==> src/rtl/cam_stream_gen_pkg.sv <==
// Shared types and constants for the synthetic camera stream generator.
// States follow the frame: sync pulse, back porch, active lines, front porch.
package cam_stream_pkg;

    typedef enum logic [2:0] {
        ST_IDLE,
        ST_VSYNC,
        ST_VBACK,
        ST_ACTIVE,
        ST_VFRONT
    } camState_t;

    localparam logic [1:0] PAT_HRAMP = 2'd0;
    localparam logic [1:0] PAT_VRAMP = 2'd1;
    localparam logic [1:0] PAT_CHECK = 2'd2;
    localparam logic [1:0] PAT_SOLID = 2'd3;

    // Counter width for a count of maxCount states, never narrower than one bit.
    function automatic int widthFor(input int maxCount);
        return (maxCount > 1) ? $clog2(maxCount) : 1;
    endfunction

    function automatic int maxOf4(input int a, input int b, input int c, input int d);
        int m;
        m = a;
        if (b > m) m = b;
        if (c > m) m = c;
        if (d > m) m = d;
        return m;
    endfunction

endpackage

==> src/rtl/cam_stream_gen_if.sv <==
// OV7670-style parallel camera bus: pixel clock, frame/line syncs and pixel byte.
// The generator drives it as master; a camera receiver consumes it as slave.
interface cam_stream_gen_if;
    logic       cam_pclk;
    logic       cam_vsync;
    logic       cam_href;
    logic [7:0] cam_data;

    modport master (output cam_pclk, output cam_vsync, output cam_href, output cam_data);
    modport slave  (input  cam_pclk, input  cam_vsync, input  cam_href, input  cam_data);
endinterface

==> src/rtl/cam_stream_gen_pattern.sv <==
// Combinational test-pattern lookup: maps a pixel position and pattern code to a byte.
// Coordinates are zero-extended first so narrow counters still index bits 5 and 7:0.
module cam_pattern_gen
    import cam_stream_pkg::*;
#(
    parameter int XW = 10,
    parameter int YW = 9
) (
    input  logic [XW-1:0] x_i,
    input  logic [YW-1:0] y_i,
    input  logic [1:0]    pattern_i,
    input  logic [7:0]    fill_i,
    output logic [7:0]    pixel_o
);

    logic [31:0] xWide;
    logic [31:0] yWide;

    assign xWide = 32'(x_i);
    assign yWide = 32'(y_i);

    always_comb begin
        pixel_o = 8'h00;
        case (pattern_i)
            PAT_HRAMP: pixel_o = xWide[7:0];
            PAT_VRAMP: pixel_o = yWide[7:0];
            PAT_CHECK: pixel_o = (xWide[5] ^ yWide[5]) ? 8'hFF : 8'h00;
            PAT_SOLID: pixel_o = fill_i;
            default:   pixel_o = 8'h00;
        endcase
    end

endmodule

==> src/rtl/cam_stream_gen.sv <==
// Synthetic camera transmitter: divides the system clock into a pixel clock and
// walks a full frame timing, updating every bus output on the pclk falling edge.
module cam_stream_gen
    import cam_stream_pkg::*;
#(
    parameter int IMG_WIDTH     = 640,
    parameter int IMG_HEIGHT    = 480,
    parameter int PCLK_DIV      = 4,
    parameter int H_BLANK       = 144,
    parameter int VSYNC_LINES   = 3,
    parameter int V_BACK_LINES  = 17,
    parameter int V_FRONT_LINES = 10
) (
    input  logic                   clk_100mhz,
    input  logic                   rst_n,
    input  logic                   enable_i,
    input  logic [1:0]             patternSel_i,
    input  logic [7:0]             fillLevel_i,
    cam_stream_gen_if.master       cam,
    output logic                   frameDone_o,
    output logic [15:0]            frameCount_o
);

    localparam int LINE_LEN = IMG_WIDTH + H_BLANK;
    localparam int DIV_W    = widthFor(PCLK_DIV);
    localparam int COL_W    = widthFor(LINE_LEN);
    localparam int LINE_W   = widthFor(maxOf4(VSYNC_LINES, V_BACK_LINES, IMG_HEIGHT, V_FRONT_LINES));

    camState_t          state_q, stateD;
    logic [DIV_W-1:0]   div_q, divD;
    logic [COL_W-1:0]   col_q, colD;
    logic [LINE_W-1:0]  line_q, lineD;
    logic [1:0]         patSel_q, patSelD;
    logic [7:0]         fill_q, fillD;
    logic               pclk_q, vsync_q, href_q, frameDone_q;
    logic [7:0]         data_q;
    logic [15:0]        frameCount_q;
    logic               tick, lastCol, frameEnd, hrefD;
    logic [7:0]         pixel;

    assign tick    = (div_q == DIV_W'(PCLK_DIV - 1));
    assign divD    = tick ? '0 : div_q + 1'b1;
    assign lastCol = (col_q == COL_W'(LINE_LEN - 1));

    // Position of the pixel that will be on the bus after the coming tick.
    always_comb begin
        stateD   = state_q;
        colD     = col_q;
        lineD    = line_q;
        patSelD  = patSel_q;
        fillD    = fill_q;
        frameEnd = 1'b0;
        if (state_q == ST_IDLE) begin
            if (enable_i) begin
                stateD  = ST_VSYNC;
                colD    = '0;
                lineD   = '0;
                patSelD = patternSel_i;
                fillD   = fillLevel_i;
            end
        end else begin
            colD = lastCol ? '0 : col_q + 1'b1;
            if (lastCol) begin
                lineD = line_q + 1'b1;
                case (state_q)
                    ST_VSYNC: if (line_q == LINE_W'(VSYNC_LINES - 1)) begin
                        stateD = ST_VBACK;
                        lineD  = '0;
                    end
                    ST_VBACK: if (line_q == LINE_W'(V_BACK_LINES - 1)) begin
                        stateD = ST_ACTIVE;
                        lineD  = '0;
                    end
                    ST_ACTIVE: if (line_q == LINE_W'(IMG_HEIGHT - 1)) begin
                        stateD = ST_VFRONT;
                        lineD  = '0;
                    end
                    ST_VFRONT: if (line_q == LINE_W'(V_FRONT_LINES - 1)) begin
                        frameEnd = 1'b1;
                        lineD    = '0;
                        stateD   = enable_i ? ST_VSYNC : ST_IDLE;
                        if (enable_i) begin
                            patSelD = patternSel_i;
                            fillD   = fillLevel_i;
                        end
                    end
                    default: lineD = '0;
                endcase
            end
        end
    end

    assign hrefD = (stateD == ST_ACTIVE) && (colD < COL_W'(IMG_WIDTH));

    cam_pattern_gen #(
        .XW (COL_W),
        .YW (LINE_W)
    ) uPattern (
        .x_i       (colD),
        .y_i       (lineD),
        .pattern_i (patSelD),
        .fill_i    (fillD),
        .pixel_o   (pixel)
    );

    always_ff @(posedge clk_100mhz or negedge rst_n) begin
        if (!rst_n) begin
            div_q        <= '0;
            pclk_q       <= 1'b0;
            state_q      <= ST_IDLE;
            col_q        <= '0;
            line_q       <= '0;
            patSel_q     <= PAT_HRAMP;
            fill_q       <= 8'h00;
            vsync_q      <= 1'b0;
            href_q       <= 1'b0;
            data_q       <= 8'h00;
            frameDone_q  <= 1'b0;
            frameCount_q <= 16'h0000;
        end else begin
            div_q       <= divD;
            pclk_q      <= (divD >= DIV_W'(PCLK_DIV / 2));
            frameDone_q <= 1'b0;
            if (tick) begin
                state_q     <= stateD;
                col_q       <= colD;
                line_q      <= lineD;
                patSel_q    <= patSelD;
                fill_q      <= fillD;
                vsync_q     <= (stateD == ST_VSYNC);
                href_q      <= hrefD;
                data_q      <= hrefD ? pixel : 8'h00;
                frameDone_q <= frameEnd;
                if (frameEnd) begin
                    frameCount_q <= frameCount_q + 1'b1;
                end
            end
        end
    end

    assign cam.cam_pclk  = pclk_q;
    assign cam.cam_vsync = vsync_q;
    assign cam.cam_href  = href_q;
    assign cam.cam_data  = data_q;
    assign frameDone_o   = frameDone_q;
    assign frameCount_o  = frameCount_q;

endmodule
==> src/flat_wrapper.sv <==
// flat-port wrapper written by rule: the top's interface ports become plain ports
module cam_stream_gen_flat import cam_stream_pkg::*;
#(
    parameter int IMG_WIDTH     = 640,
    parameter int IMG_HEIGHT    = 480,
    parameter int PCLK_DIV      = 4,
    parameter int H_BLANK       = 144,
    parameter int VSYNC_LINES   = 3,
    parameter int V_BACK_LINES  = 17,
    parameter int V_FRONT_LINES = 10
)
  (clk_100mhz, rst_n, enable_i, patternSel_i, fillLevel_i, frameDone_o, frameCount_o, cam_cam_pclk, cam_cam_vsync, cam_cam_href, cam_cam_data);
  cam_stream_gen_if cam_i ();
  input  logic clk_100mhz;
  input  logic rst_n;
  input  logic enable_i;
  input  logic [1:0] patternSel_i;
  input  logic [7:0] fillLevel_i;
  output logic frameDone_o;
  output logic [15:0] frameCount_o;
  output wire logic [$bits(cam_i.cam_pclk)-1:0] cam_cam_pclk;
  output wire logic [$bits(cam_i.cam_vsync)-1:0] cam_cam_vsync;
  output wire logic [$bits(cam_i.cam_href)-1:0] cam_cam_href;
  output wire logic [$bits(cam_i.cam_data)-1:0] cam_cam_data;
  assign cam_cam_pclk = cam_i.cam_pclk;
  assign cam_cam_vsync = cam_i.cam_vsync;
  assign cam_cam_href = cam_i.cam_href;
  assign cam_cam_data = cam_i.cam_data;
  cam_stream_gen #(.IMG_WIDTH(IMG_WIDTH), .IMG_HEIGHT(IMG_HEIGHT), .PCLK_DIV(PCLK_DIV), .H_BLANK(H_BLANK), .VSYNC_LINES(VSYNC_LINES), .V_BACK_LINES(V_BACK_LINES), .V_FRONT_LINES(V_FRONT_LINES)) u_core (.clk_100mhz(clk_100mhz), .rst_n(rst_n), .enable_i(enable_i), .patternSel_i(patternSel_i), .fillLevel_i(fillLevel_i), .cam(cam_i), .frameDone_o(frameDone_o), .frameCount_o(frameCount_o));
endmodule
==> config.mk <==
export PLATFORM = sky130hd
export DESIGN_NAME = cam_stream_gen_flat
export DESIGN_NICKNAME = d
export VERILOG_FILES = /design/src/rtl/cam_stream_gen_pkg.sv /design/src/rtl/cam_stream_gen_if.sv /design/src/rtl/cam_stream_gen_pattern.sv /design/src/rtl/cam_stream_gen.sv /design/src/flat_wrapper.sv
export SDC_FILE = /design/constraint.sdc
export NUM_CORES = 1
export LEC_CHECK = 0
export ABC_AREA = 0
export BUFFER_PORTS_ARGS = -buffer_cell sky130_fd_sc_hd__buf_4
export CORE_ASPECT_RATIO = 0.75
export CORE_MARGIN = 3
export CORE_UTILIZATION = 60
export CTS_BUF_LIST = sky130_fd_sc_hd__clkbuf_8
export CTS_CLUSTER_DIAMETER = 40
export DETAILED_ROUTE_END_ITERATION = 8
export GPL_ROUTABILITY_DRIVEN = 0
export PLACE_DENSITY = 0.81
export SYNTH_ARGS = -nofsm -noshare
export SYNTH_HDL_FRONTEND = slang
export SYNTH_HIERARCHICAL = 1
export SYNTH_SLANG_ARGS = --single-unit
==> constraint.sdc <==
create_clock -name clk_100mhz -period 4.3 [get_ports clk_100mhz]
set_clock_uncertainty 0.15 [all_clocks]
set_input_delay 0.645 -clock clk_100mhz [delete_from_list [all_inputs] [get_ports clk_100mhz]]
set_output_delay 0.645 -clock clk_100mhz [all_outputs]
set_load 0.02 [all_outputs]
==> metrics.txt <==
Design Area, Final=4400 um2; Post-CTS Setup Bufs=0; Syn Nets=432; Crit Path Max Fanout=11; Final nets=456; Syn Inst Count=412; Final Hold Fails=0; CTS max path bufs=2; Pre-Repair DR Iteration Count=5; RSZ-0062 raised after global routing=false; Slew @ Worst Pin=938 ps; CP Class=register to register; IR drop worst, VDD=0.000175 V; pin count of the biggest net entering global routing=62; area occupied by multi-input gates=2230 um2; setup tns final=0 ps; die footprint=7630 um2; Leak=0.00202 uW; Post-route DRC=0; FF+latch area=1530 um2; Fmax=286 MHz; Post-Route WL=9330 um; Final Max Slew Viols=0; worst endpoint required time=4340 ps; Synth Cell Area=3960 um2; Clock Power Share=0.429; Die H=76.4 um; total number of vias=3344; R2R Path Start=u_core/line_q[4]; P_sw=245 uW; Sw Ratio=0.235; CTS Buf Count=9; Via density=6.46; row count=24; Slew headroom=0.369; CTS root buffer=clkbuf_8; Reg2Reg Depth=10; # hold bufs at CTS=0; DR WL/cell=18.0 um; Seq pwr share=0.550; first-pass GRT wire length=15900 um; Post-CTS Resized=0; period utilization=0.814; Startpoint Class=register; YS warnings=6; effective utilization at floorplan=0.650; Global Route Usage Sum=0.261; status=completed; clock transition at the registers of the reported paths=70 ps; Pint=798 uW; Worst R2R Setup Slack=800 ps; Final ANT Viol Nets=0; I/O pin count=41; dpl hpwl=6630 um; fin crit period=3500 ps; share of cells above drive strength 1=0.255; r2r endpoint=u_core/cam.cam_data[4]; chip width=99.9 um; max cap viols=0; clock latency on the worst-skew pair=350 ps; CTS tree=built; Setup Viol. Count Final=0; Hold WC Path Type=input pin to async pin; H-tree depth=3; Pwr per Cell Area=237 nW/um2; placed cell area=4240 um2; fill count=467; port bufs=40; clk sinks=61; number of global-route vias before repair=3201; syn avg cell area=9.62 um2; crit path capture type=register; Syn-to-layout area delta=11.1%; initial antenna violation count=0; GRT Residual Overflow=0; Core Area=6100 um2; initial drt markers=324; Crit path arrival time=3540 ps; Comb pwr share=0.021; Ant. Diodes=0
power groups by stage:
stage                     clock network (uW)  registers (uW)  logic [uW]
after CTS                                454             574        22.6
after global placement                     0             585        22.1
final                                    448             574        21.4
after detailed placement                   0             585        22.6
after floorplan                            0             585        1.49
after global routing                     491             573        25.6
metrics by stage:
stage               power (uW)  setup WS (ps)   util  hold WS, ps  std cells
finish                    1040            798  0.722          222        518
global route              1090            618  0.722          283        518
CTS                       1050            842  0.722          247        518
detailed placement         607            863  0.695          294        503
global placement           607            964  0.695          264        503
floorplan                  586           1260      -          199        412
state kept, by name, summed over array words and instances (netlist names):
name,cells
u_core/cam.cam_data,8
u_core/frameDone_o,1
u_core/line_q,9
u_core/cam.cam_vsync,1
u_core/patSel_q,2
u_core/state_q,3
u_core/frameCount_o,16
u_core/col_q,10
u_core/div_q,2
u_core/cam.cam_href,1
u_core/fill_q,8
final cells by class:
type,instances,area share
clock buffers,10,0.0313
clock inverters,5,0.00654
inverters,20,0.0171
multi-input cells,303,0.506
flip-flops and latches,61,0.347
well taps,78,0.0222
repair buffers,41,0.0699
how the worst max path moves through the flow:
stage,from,to,depth (start not counted)
after global routing,u_core/line_q[4],u_core/cam.cam_data[2],9
after detailed placement,u_core/line_q[4],u_core/cam.cam_data[4],10
after global placement,u_core/line_q[4],u_core/cam.cam_data[4],10
after CTS,u_core/line_q[4],u_core/cam.cam_data[2],9
final,u_core/line_q[4],u_core/cam.cam_data[4],10
after floorplan,u_core/line_q[5],u_core/cam.cam_data[0],11
worst max-delay path, stage by stage (launching register included):
cell and delay [ps]:
dfrtp_1 480, or4_4 610, or2_1 300, o21ai_2 200, nand3_2 280, mux2_2 540
mux2_1 360, a22oi_1 180, nand2_1 70, nand3_1 70, o32ai_1 90
layer usage:
metal | track usage | part of all wire | up-vias | wire length [um]
li1 | - | - | 1557 | -
met1 | 0.386 | 0.47 | 1591 | 4370
met2 | 0.364 | 0.43 | 177 | 4040
met3 | 0.0723 | 0.086 | 19 | 805
met4 | 0.0928 | 0.012 | 0 | 116
met5 | 0 | 0 | - | 0
layout by cell type, fill, tap and decap left out, drive strengths merged, types with 11 or more instances in the layout:
master and n:
buf 41, dfrtp 61, inv 21, mux2 37, nand2 50, nand3 26
nand4 14, nor2 18, nor3 11, o21ai 11
Note: power is estimated with default switching activity, not from simulation.
